### config.mk
export PLATFORM = sky130hd
export DESIGN_NAME = booth_multiplier
export DESIGN_NICKNAME = d
export VERILOG_FILES = /design/src/rtl/booth_multiplier.sv
export SDC_FILE = /design/constraint.sdc
export NUM_CORES = 1
export LEC_CHECK = 0
export CAP_MARGIN = 15
export CORE_ASPECT_RATIO = 1.75
export CORE_MARGIN = 4
export CORE_UTILIZATION = 45
export DETAILED_ROUTE_END_ITERATION = 10
export GPL_TIMING_DRIVEN = 0
export PLACE_DENSITY_LB_ADDON = 0.08
export SYNTH_ARGS = -nofsm -noshare
export SYNTH_HDL_FRONTEND = slang
export SYNTH_SLANG_ARGS = --single-unit
### constraint.sdc
create_clock -name clk -period 5.8 [get_ports clk]
set_clock_uncertainty 0.05 [all_clocks]
set_input_delay 1.16 -clock clk [delete_from_list [all_inputs] [get_ports clk]]
set_output_delay 1.16 -clock clk [all_outputs]
set_load 0.02 [all_outputs]
### src/rtl/booth_multiplier.sv
`timescale 1ns/1ps
`default_nettype none
// ============================================================================
// Module   : booth_multiplier
// Purpose  : Sequential radix-4 Booth multiplier, signed/unsigned per op,
//            with zero-operand fast path and held result plus acknowledge.
// Revision : 1.0
// ============================================================================
module booth_multiplier #(
    parameter int WIDTH = 32
) (
    input  logic                 clk,
    input  logic                 rst,
    input  logic                 start,
    input  logic                 signed_op,
    input  logic [WIDTH-1:0]     multiplier,
    input  logic [WIDTH-1:0]     multiplicand,
    output logic                 ready,
    output logic [2*WIDTH-1:0]   product,
    output logic                 productDone,
    input  logic                 productAck
);

    localparam int EXT    = WIDTH + 2;
    localparam int ACC_W  = 2 * EXT;
    localparam int DIGITS = WIDTH / 2 + 1;
    localparam int CNT_W  = $clog2(DIGITS + 1);

    typedef enum logic [1:0] {
        S_IDLE = 2'd0,
        S_RUN  = 2'd1,
        S_DONE = 2'd2
    } state_t;

    state_t               r_state;
    state_t               w_state_next;
    logic [EXT-1:0]       r_mcand;
    logic [ACC_W-1:0]     r_acc;
    logic                 r_qm1;
    logic [CNT_W-1:0]     r_count;
    logic [2*WIDTH-1:0]   r_product;
    logic                 r_done;

    logic                 w_zero;
    logic                 w_last;
    logic [EXT-1:0]       w_mplier_ext;
    logic [EXT-1:0]       w_mcand_ext;
    logic [EXT-1:0]       w_a;
    logic [EXT-1:0]       w_q;
    logic [2:0]           w_digit;
    logic [EXT+1:0]       w_m4;
    logic [EXT+1:0]       w_addend;
    logic [EXT+1:0]       w_sum;
    logic [ACC_W-1:0]     w_acc_next;

    assign w_zero       = (multiplier == '0) || (multiplicand == '0);
    assign w_last       = (r_count == CNT_W'(DIGITS - 1));
    assign w_mplier_ext = signed_op ? {{2{multiplier[WIDTH-1]}}, multiplier}
                                    : {2'b00, multiplier};
    assign w_mcand_ext  = signed_op ? {{2{multiplicand[WIDTH-1]}}, multiplicand}
                                    : {2'b00, multiplicand};

    // Accumulator holds {partial high part A, remaining multiplier bits Q};
    // the sum is formed two bits wider so the +/-2M digit can never overflow.
    assign w_a     = r_acc[ACC_W-1 -: EXT];
    assign w_q     = r_acc[EXT-1:0];
    assign w_digit = {w_q[1:0], r_qm1};
    assign w_m4    = {{2{r_mcand[EXT-1]}}, r_mcand};

    always_comb begin
        w_addend = '0;
        case (w_digit)
            3'b001, 3'b010: w_addend = w_m4;
            3'b011:         w_addend = w_m4 << 1;
            3'b100:         w_addend = -(w_m4 << 1);
            3'b101, 3'b110: w_addend = -w_m4;
            default:        w_addend = '0;
        endcase
    end

    assign w_sum      = {{2{w_a[EXT-1]}}, w_a} + w_addend;
    assign w_acc_next = {w_sum[EXT+1:2], w_sum[1:0], w_q[EXT-1:2]};

    always_comb begin
        w_state_next = r_state;
        case (r_state)
            S_IDLE:  if (start)      w_state_next = w_zero ? S_DONE : S_RUN;
            S_RUN:   if (w_last)     w_state_next = S_DONE;
            S_DONE:  if (productAck) w_state_next = S_IDLE;
            default:                 w_state_next = S_IDLE;
        endcase
    end

    always_ff @(posedge clk or negedge rst) begin
        if (!rst) begin
            r_state <= S_IDLE;
        end else begin
            r_state <= w_state_next;
        end
    end

    always_ff @(posedge clk or negedge rst) begin
        if (!rst) begin
            r_mcand   <= '0;
            r_acc     <= '0;
            r_qm1     <= 1'b0;
            r_count   <= '0;
            r_product <= '0;
            r_done    <= 1'b0;
        end else begin
            r_done <= (w_state_next == S_DONE);
            case (r_state)
                S_IDLE: begin
                    if (start) begin
                        r_mcand <= w_mcand_ext;
                        r_acc   <= {{EXT{1'b0}}, w_mplier_ext};
                        r_qm1   <= 1'b0;
                        r_count <= '0;
                        if (w_zero) begin
                            r_product <= '0;
                        end
                    end
                end
                S_RUN: begin
                    r_acc   <= w_acc_next;
                    r_qm1   <= w_q[1];
                    r_count <= r_count + CNT_W'(1);
                    if (w_last) begin
                        r_product <= w_acc_next[2*WIDTH-1:0];
                    end
                end
                default: ;
            endcase
        end
    end

    assign ready       = (r_state == S_IDLE);
    assign product     = r_product;
    assign productDone = r_done;

endmodule
`default_nettype wire

### Word-level counts from Yosys, hierarchy flattened

Index checks and enable logic that the tools add are counted.

| cells by class | value |
|---|---|
| add/subtract/negate cells | 4 |
| eq/ne operators | 13 |
| mux-type cells | 18 |
| reductions and logical operators | 10 |

Operator list:

| operator | number |
|---|---|
| 64-bit 2-to-1 mux | 3 |
| 36-bit case mux with 4 select lines | 1 |
| 68-bit case mux with 2 select lines | 1 |
| 64-bit case mux with 2 select lines | 1 |
| 36-bit negation | 2 |
| 34-bit 2-to-1 mux | 2 |
| 68-bit 2-to-1 mux | 1 |
| 32-bit logical NOT | 2 |
| 36-bit adder | 1 |
| 5-bit case mux with 2 select lines | 1 |
| 3-bit equality test (second input constant) | 3 |
| 2-bit 2-to-1 mux | 4 |
| 3-bit by 2-bit equality test with 1-bit output (second input constant) | 2 |
| 2-bit case mux with 3 select lines | 1 |
| 5-bit by 1-bit adder with 5-bit output (second input constant) | 1 |
| 5-bit equality test (second input constant) | 1 |
| 5-bit 2-to-1 mux | 1 |
| 2-bit equality test (second input constant) | 2 |
| 2-bit inequality test (second input constant) | 2 |
| 2-bit AND reduction | 2 |
| 4-bit AND reduction | 1 |
| 2-bit OR reduction | 2 |
| 3-bit by 1-bit equality test with 1-bit output (second input constant) | 1 |
| 2-bit by 1-bit equality test with 1-bit output (second input constant) | 1 |
| other kinds (6) | 6 |

| storage, ports and cells | value |
|---|---|
| flip-flop bits (word level) | 175 |
| input port bits | 69 |
| output and inout port bits | 66 |
| word-level logic and storage cells | 52 |

### Longest topological paths before layout

Gate-level depths: netlist of the first run.

| depth | value |
|---|---|
| word-level depth | 6 |
| gate-level depth with buffers | 21 |

### Worst setup path after synthesis of the first run

OpenSTA, ideal clock, no wires.

| timing path | value |
|---|---|
| path kind | register to register |
| from | reg r_mcand[14] |
| to | reg r_acc[66] |
| setup time | 130 ps |
| arrival time | 4,494 ps |
| setup slack | 1,125 ps |
| stages on the path, launching flop included | 19 |
| clock period less this slack | 4,675 ps |
| path through | dfrtp_1 buf_6 or4_4 or4_4 or3_1 or3_1 nand2_1 xnor2_1 a22oi_1 o21ai_1 ha_1 a21oi_1 o21ai_0 or4b_2 o21ai_0 a21oi_1 a221oi_1 nor4b_1 nand3b_1 |

| between the ends | value |
|---|---|
| cells in the longest elaborated chain, start to end | 4 |
| elaborated cells between the ends (all ways) | 5 |
| those cells by class | 3 x add/sub; 2 x mux |

Ends and longest elaborated chain:

| element | line | text |
|---|---|---|
| start, declared | 37 | `logic [EXT-1:0] r_mcand;` |
| start signal, assigned | 115 | `r_mcand <= w_mcand_ext;` |
| 36-bit negation, on equally long branches | 76, 75 |  |
| 36-bit case mux with 4 select lines (*) | 72 | `case (w_digit)` |
| 36-bit adder (*) | 81 | `assign w_sum = {{2{w_a[EXT-1]}}, w_a} + w_addend;` |
| 68-bit case mux with 2 select lines (*) | 112 | `case (r_state)` |
| end signal, assigned | 116 | `r_acc <= {{EXT{1'b0}}, w_mplier_ext};` |
| end signal, assigned | 125 | `r_acc <= w_acc_next;` |
| end, declared | 38 | `logic [ACC_W-1:0] r_acc;` |

Every way passes the cells marked *; elsewhere a longest branch is shown, timed or not.
A chain may end at the register's enable or synchronous reset.

### Worst setup path in the final report of the first run

| timing path | value |
|---|---|
| from | reg r_mcand[11] |
| to | reg r_acc[66] |

Same word-level chain as after synthesis.

==> run summary, run 1 <==
In the final layout, the multi-input gates occupy 0.00567 mm2. The post-synth net total came out at 1399. The number of buffers on the longest clock path is 2. The number of H-tree levels came out at 4. The ratio of routed vias to standard cells is 5.71.

At the pin with the least slew margin, the transition time is 0.894 ns. Once layout is done, the placed cells without fillers occupy 0.0129 mm2. The tree built by TritonCTS fans out to 174 sinks. The first global-routing pass estimated 53500 um of wire. The global route total overflow is 0. The terminating pin of the worst hold path is product[47]. The fmax is 0.183 GHz.

The combined area of all synthesized cells is 0.0104 mm2. The met2 layer usage reported by global route came out at 0.473. The final routed DRC violation total came out at 0. The total area of sequential cells is 0.00435 mm2. The ratio of final minimum period to clock period came out at 0.943.

The first detailed-routing pass took 5 iterations. The estimated wirelength of the detail-placed design is 25900 um. The run finished with clean final reports.

In the final routed layout, each cell accounts on average for 19.2 um. Setup violations remaining at the end of the flow were counted as 0. The routability-driven placement congestion ratio is 0.956. The number of routed nets with antenna violations came out at 0. The starting utilization of the core area is 0.458. The number of warnings issued by yosys came out at 0. The pin count of the biggest net entering global routing is 112. The number of buffers created by CTS is 17. Excluding fillers, the count of instances in the completed layout stands at 1758.

The number of hold violations in the final report came out at 0. Counting flops with an async set or reset pin after synthesis yields a share of 1.00. The final layout net count is 1553. The floorplan row count came out at 73. The global-route track usage on met1 came out at 0.298. The cell count after synthesis came out at 1291. In this run the vertical extent of the chip is 209 um. The clock latency of the later-clocked register in the worst-skew pair came out at 0.45 ns. The overall routed net length came out at 33800 um. The endpoint identified for the worst register-to-register timing path is r_acc[66]. The register-to-register setup slack came out at 0.33 ns. The area of the core region came out at 0.0227 mm2.

Measured in cells, the most critical reg-to-reg path has a length of 16. The initial antenna violation count is 0. The overall via count from detail_route came out at 10030. For this run, the leading register cell type out of synthesis is sky130_fd_sc_hd__dfrtp_1. The routing layer with the top usage in global route is met2. The initial DRC count is 711. TritonCTS built the clock tree. The placed cell area came out at 0.0122 mm2. Max-cap violations in this run came to 0. The cell at the root of the clock tree is sky130_fd_sc_hd__clkbuf_16. The number of buffers inserted by hold repair at cts is 0. After detailed placement, the design holds a cell count of 1726.

The number of enable-type register cells in the synthesized netlist is 0. From synthesis to final layout, the design area changed by 23.8%. The number of post-CTS setup repair buffers came out at 0.

The number of global-route vias before repair is 10064. The worst relative slew slack is 0.404. The critical path data required time came out at 6.08 ns. In this run, distinct cell masters in the synthesized netlist total 58. Hold timing on the final database bottoms out at a slack of 0.426 ns. The number of port buffers is 134. In this run the worst path has a maximum fanout of 6. The area of the die is 0.0257 mm2. The number of antenna cells inserted came out at 0. The sequential element share of the synthesized area came out at 0.418.

Of the cells placed in the final design, the portion with a size suffix greater than 1 is 0.0364. Each instance of the synthesized netlist takes up on average 8.06 um2. The data arrival time of the critical path is 5.75 ns. The met3 usage in global routing is 0.0455. Synthesis inferred 174 register bits. The worst hold path belongs to the class reg -> reg. STA classifies the critical path endpoint as a flop. The clock-pin slew on the worst setup and hold paths came out at 0.07 ns.

The die width came out at 123 um. The final-report max-slew violation count is 0. The I/O pin total is 135. The reg-to-reg startpoint is r_mcand[11]. The final critical delay including setup and external delays came out at 5.47 ns.

The total of fill cells in the finished design came out at 2124. By startpoint and endpoint, the worst setup path is classified as reg -> reg. The worst hold path was traced through 2 stages. In the global route stage, overall resource usage came out at 0.269.

The startpoint of the lowest-slack hold path is product[47]. Setup repair after global routing left no endpoint under its margin. The worst setup path is launched from a flop.
==> worst max-delay path by stage <==
stage                start    endpoint  slack [ns]  depth (start not counted)
4_1_cts         r_mcand[0]   r_acc[66]        0.03                         18
3_5_place_dp    r_mcand[0]   r_acc[66]        0.05                         18
6_report       r_mcand[11]   r_acc[66]        0.33                         16
3_3_place_gp           rst  product[9]       -3.91                          1
5_1_grt         r_mcand[1]   r_acc[67]        0.07                         20
2_1_floorplan  r_mcand[14]   r_acc[66]        1.13                         18
==> cells by family (layout without fill, tap and decap cells) <==
family	after synthesis	count (layout)	synth area share
simple gates	594	594	0.251
buf+inv	99	266	0.0382
compound gates	316	316	0.186
mux	7	7	0.00697
flops	174	174	0.418
xor+xnor	62	62	0.0522
fa+ha+maj	39	39	0.0476
==> per-stage QoR <==
| stage | util | setup slack (ns) | setup TNS (ns) |
|---|---|---|---|
| after floorplan | - | 1.13 | 0 |
| after global placement | 0.533 | -3.91 | -675.15 |
| after detailed placement | 0.534 | 0.0538 | 0 |
| after CTS | 0.566 | 0.0270 | 0 |
| after global routing | 0.566 | 0.0657 | 0 |
| final | 0.566 | 0.329 | 0 |
==> cells in the final DEF (no fill, tap or decap), drive strengths merged, types with 15 or more instances in the layout <==
master / instances
a21o: 22
a21oi: 46
a22oi: 34
buf: 16
clkbuf: 85
clkdlybuf4s50: 133
dfrtp: 174
ha: 38
inv: 24
nand2: 370
nand3: 48
nor2: 56
nor3: 19
nor4: 29
o21ai: 143
o31ai: 15
xnor2: 43
xor2: 19
==> Yosys cell counts (all sizes together), types with 3 or more instances <==
library cell  instances  area share
nor2                 56       0.020
nor3b                 3      0.0026
nor2b                 7      0.0042
xnor2                43       0.036
a221oi                8      0.0067
nand4                14      0.0084
or2                   4      0.0024
nor4                 29       0.018
nand2               370        0.13
buf                  14      0.0076
a21oi                46       0.022
mux2i                 5      0.0048
a211oi                7      0.0051
o22ai                 4      0.0024
o31ai                15       0.011
nand3                48       0.023
o211ai                4      0.0029
nor3                 19      0.0091
or4                   7      0.0058
o21a                  3      0.0022
a21o                 22       0.016
a31oi                 8      0.0048
or3                  11      0.0066
a22oi                34       0.025
nand2b               13      0.0078
dfrtp               174        0.42
xor2                 19       0.016
and2                  4      0.0024
clkbuf               67       0.024
inv                  18      0.0065
a22o                  9      0.0076
and3                  3      0.0018
ha                   38       0.046
o21ai               143       0.069
==> per-layer routing <==
metal / vias to the layer above / share of wire
li1: 4819 / -
met1: 4773 / 0.38
met2: 339 / 0.51
met3: 99 / 0.048
met4: 0 / 0.060
met5: - / 0
==> flip-flops by register name, summed over array words and instances (netlist names) <==
name	count
r_qm1	1
r_mcand	33
productDone	1
r_state	2
r_count	5
r_acc	68
product	64
==> timing repair <==
action / in CTS / in global routing
gates resized for setup: 0 / 4
endpoints found under the hold margin: 0 / 0
endpoints found under the setup margin: 0 / 9
==> worst max-delay path, cell delays in order (launching register included) <==
cell and delay [ns]:
sky130_fd_sc_hd__dfrtp_1 0.47, sky130_fd_sc_hd__nor4_1 0.51, sky130_fd_sc_hd__nand2_1 0.17, sky130_fd_sc_hd__or4_4 0.57, sky130_fd_sc_hd__nand2_1 0.11, sky130_fd_sc_hd__xnor2_1 0.15
sky130_fd_sc_hd__a21oi_1 0.10, sky130_fd_sc_hd__o21ai_0 0.63, sky130_fd_sc_hd__ha_1 0.41, sky130_fd_sc_hd__a21o_1 0.23, sky130_fd_sc_hd__o21ai_1 0.41, sky130_fd_sc_hd__or4b_2 0.61
sky130_fd_sc_hd__o21ai_0 0.10, sky130_fd_sc_hd__a21oi_1 0.15, sky130_fd_sc_hd__a221oi_1 0.41, sky130_fd_sc_hd__nor4b_1 0.09, sky130_fd_sc_hd__nand3b_1 0.18
==> cell type report <==
cell class / instances / share of cell area
buffer: 81 / 0.0256
clock buffer: 18 / 0.0341
clock inverter: 14 / 0.0214
inverter: 18 / 0.00525
multi-input combinational: 1018 / 0.440
sequential: 174 / 0.338
tap: 300 / 0.0291
timing repair buffer: 135 / 0.107
Power of run 1 is not shown: default switching activity piles up to over one toggle a cycle in this logic, so the estimate is an artifact.
==> run 2: changes to the inputs <==
CORE_UTILIZATION = 50   (was 45)
CTS_BUF_LIST = sky130_fd_sc_hd__clkbuf_16   (was default)
SLEW_MARGIN = 5   (was default)
==> run summary, run 2 (same netlist as run 1, synthesis figures left out) <==
The starting utilization of the core area is 0.511. In the routed layout, each cell is associated on average with a via count of 5.93. The pre-antenna-repair detailed-routing pass consisted of 5 iterations. The final-report max-slew violation count is 0. Of all nets on the critical path, the largest fanout is 7. The die covers 0.0233 mm2. In this design, the stage delay of the slowest critical-path cell is 0.62 ns. Ranked by flip-flop count, first place goes to r_acc. The estimated wirelength of the detail-placed design came out at 25700 um. The cell depth of the worst hold path came out at 2. The die width came out at 117 um. The initial antenna violation count is 0. The total number of cells along the worst setup path came out at 18.

In this run the remaining antenna-violating nets after routing total 0. The routed design has 33400 um of wire. The placed cell area came out at 0.0121 mm2. The worst setup path is captured at a flop. The clock tree synthesis step divided the H-tree into 4 levels. The floorplan has 69 rows.

The critical path data required time came out at 6.07 ns. STA classifies the critical path startpoint as a flop. The final critical delay including setup and external delays is 5.52 ns.

The worst relative slew slack came out at 0.345. TritonCTS built the clock tree. The proportion of layout cells with a drive suffix above 1 came out at 0.0364. The ratio of final minimum period to clock period is 0.951. The overall via count from detail_route came out at 10113. Walking the worst path, the cells encountered are inv_1 > ha_1 > nor3b_4 > nand4_1 > or2_2 > nand2_1 > xnor2_1 > a22oi_1 > o21ai_1 > ha_1 > and2_1 > o21ai_0 > or4b_2 > o21ai_0 > a21oi_1 > a221oi_1 > nor4b_1 > nand3b_1. The critical setup path kind is reg -> reg. In the final design database the tool counted 1553 nets.

The global-route wire length before repair came out at 53400 um. The length in cells of the worst reg-to-reg path came out at 18. The count of final setup violators is 0. The initial DRC count is 713. The routability-driven placement congestion ratio is 0.978. For the worst-skew pair, the clock arrives at the later sink with an insertion delay of 0.44 ns.

The final routed DRC violation total came out at 0. The utilization after layout is 0.626. The cell type of the slowest stage on the worst timing path is sky130_fd_sc_hd__or4b_2.

Hold timing on the final database bottoms out at a slack of 0.427 ns. The clock drives 174 sinks. For the worst setup path, the data arrival time is 5.79 ns.

The flip-flop count of the largest register after layout came out at 68. The die outline height is 199 um. The layout overhead on the synthesized area came out at 22.6%.

Global routing finished with a remaining overflow of 0. The repair_antennas step left the layout with diodes totalling 0. Leaving out fill and tap cells, the most frequent cell in the layout is sky130_fd_sc_hd__nand2_1. In this run the clock root is driven by a sky130_fd_sc_hd__clkbuf_16.

The tightest min-delay check is of the reg -> reg type. The run finished with clean final reports. The number of buffers inserted by hold repair at cts came out at 0. The number of maximum-capacitance constraint violations is 0. Together, buffers and inverters on the worst path number 1.

The number of port buffers is 134. Once layout is done, the placed cells without fillers occupy 0.0128 mm2. After clock tree synthesis, the setup repair step added 0 buffers. The pin count of the biggest net entering global routing came out at 91.

The detail-routed net length per standard cell is 19.6 um. The fmax came out at 0.181 GHz. The area of the core region came out at 0.0204 mm2. After clock tree synthesis, the clock-pin slew on the worst setup and hold paths is 0.07 ns. The global-route usage over all layers came out at 0.298. The clock passes through at most 2 buffers.

The transition time at the pin with the least slew margin came out at 0.973 ns. The number of hold violations in the final report is 0. Leaving out fill and tap cells, the most frequent cells in the layout are sky130_fd_sc_hd__nand2_1, sky130_fd_sc_hd__dfrtp_1, sky130_fd_sc_hd__o21ai_0. The cell type group with the largest total delay on the critical path is simple AND/OR/NAND/NOR gates. The number of global-route vias before repair is 10408. After clock tree synthesis, the repair step resized 0 gates. The setup TNS came out at 0 ns. During I/O placement, the number of pins put on the boundary was 135. The number of buffers created by CTS is 17. Setup repair after global routing left no endpoint under its margin.
## run 2: cell count changes in the layout (fill, tap and decap cells not counted), sizes merged
cell      before  now
bufinv         7    5
inv           24   22
clkbuf        85   84
clkinv         1    3
clkinvlp       0    3
## run 2: path summary, 6_finish.rpt
kind,startpoint,to,slack [ns]
max,r_mcand[0],r_acc[66],0.28
min,product[49],product[49],0.43
max reg2reg,r_mcand[0],r_acc[66],0.28
min reg2reg,product[49],product[49],0.43
max in group asynchronous,rst,product[6],4.13
min in group asynchronous,rst,product[43],0.68
## run 2: final cells by class
type	instances	area, um2
Multi-Input combinational cell	1018	5670
Inverter	18	67.6
Sequential cell	174	4350
Buffer	81	330
Clock inverter	15	233
Timing Repair Buffer	135	1370
Tap cell	248	310
Fill cell	1851	7610
Clock buffer	17	425
## run 2: through the flow
| step | setup WS [ns] | cells |
|---|---|---|
| after global placement | -3.76 | 1673 |
| final | 0.284 | 1706 |
| after CTS | 0.0961 | 1706 |
| after global routing | 0.0326 | 1706 |
| after detailed placement | 0.117 | 1674 |
| after floorplan | 1.13 | 1291 |
## run 2: worst reg2reg max path: stages, from the launching register on
cell and delay (ns):
sky130_fd_sc_hd__dfrtp_1 0.43, sky130_fd_sc_hd__inv_1 0.11, sky130_fd_sc_hd__ha_1 0.20, sky130_fd_sc_hd__nor3b_4 0.39, sky130_fd_sc_hd__nand4_1 0.30, sky130_fd_sc_hd__or2_2 0.41, sky130_fd_sc_hd__nand2_1 0.10, sky130_fd_sc_hd__xnor2_1 0.15
sky130_fd_sc_hd__a22oi_1 0.11, sky130_fd_sc_hd__o21ai_1 0.47, sky130_fd_sc_hd__ha_1 0.39, sky130_fd_sc_hd__and2_1 0.19, sky130_fd_sc_hd__o21ai_0 0.54, sky130_fd_sc_hd__or4b_2 0.63, sky130_fd_sc_hd__o21ai_0 0.10, sky130_fd_sc_hd__a21oi_1 0.15
sky130_fd_sc_hd__a221oi_1 0.41, sky130_fd_sc_hd__nor4b_1 0.09, sky130_fd_sc_hd__nand3b_1 0.17
## run 2: per-layer routing
metal  up-vias  wire length, um  global-route usage  share of wire
met5         -                0                   0              0
met4         0             2170               0.186          0.065
met3       101             1740              0.0545          0.052
met2       336            17200               0.524           0.51
met1      4858            12300               0.322           0.37
li1       4818                -                   -              -
Power of run 2 is left out for the same reason.
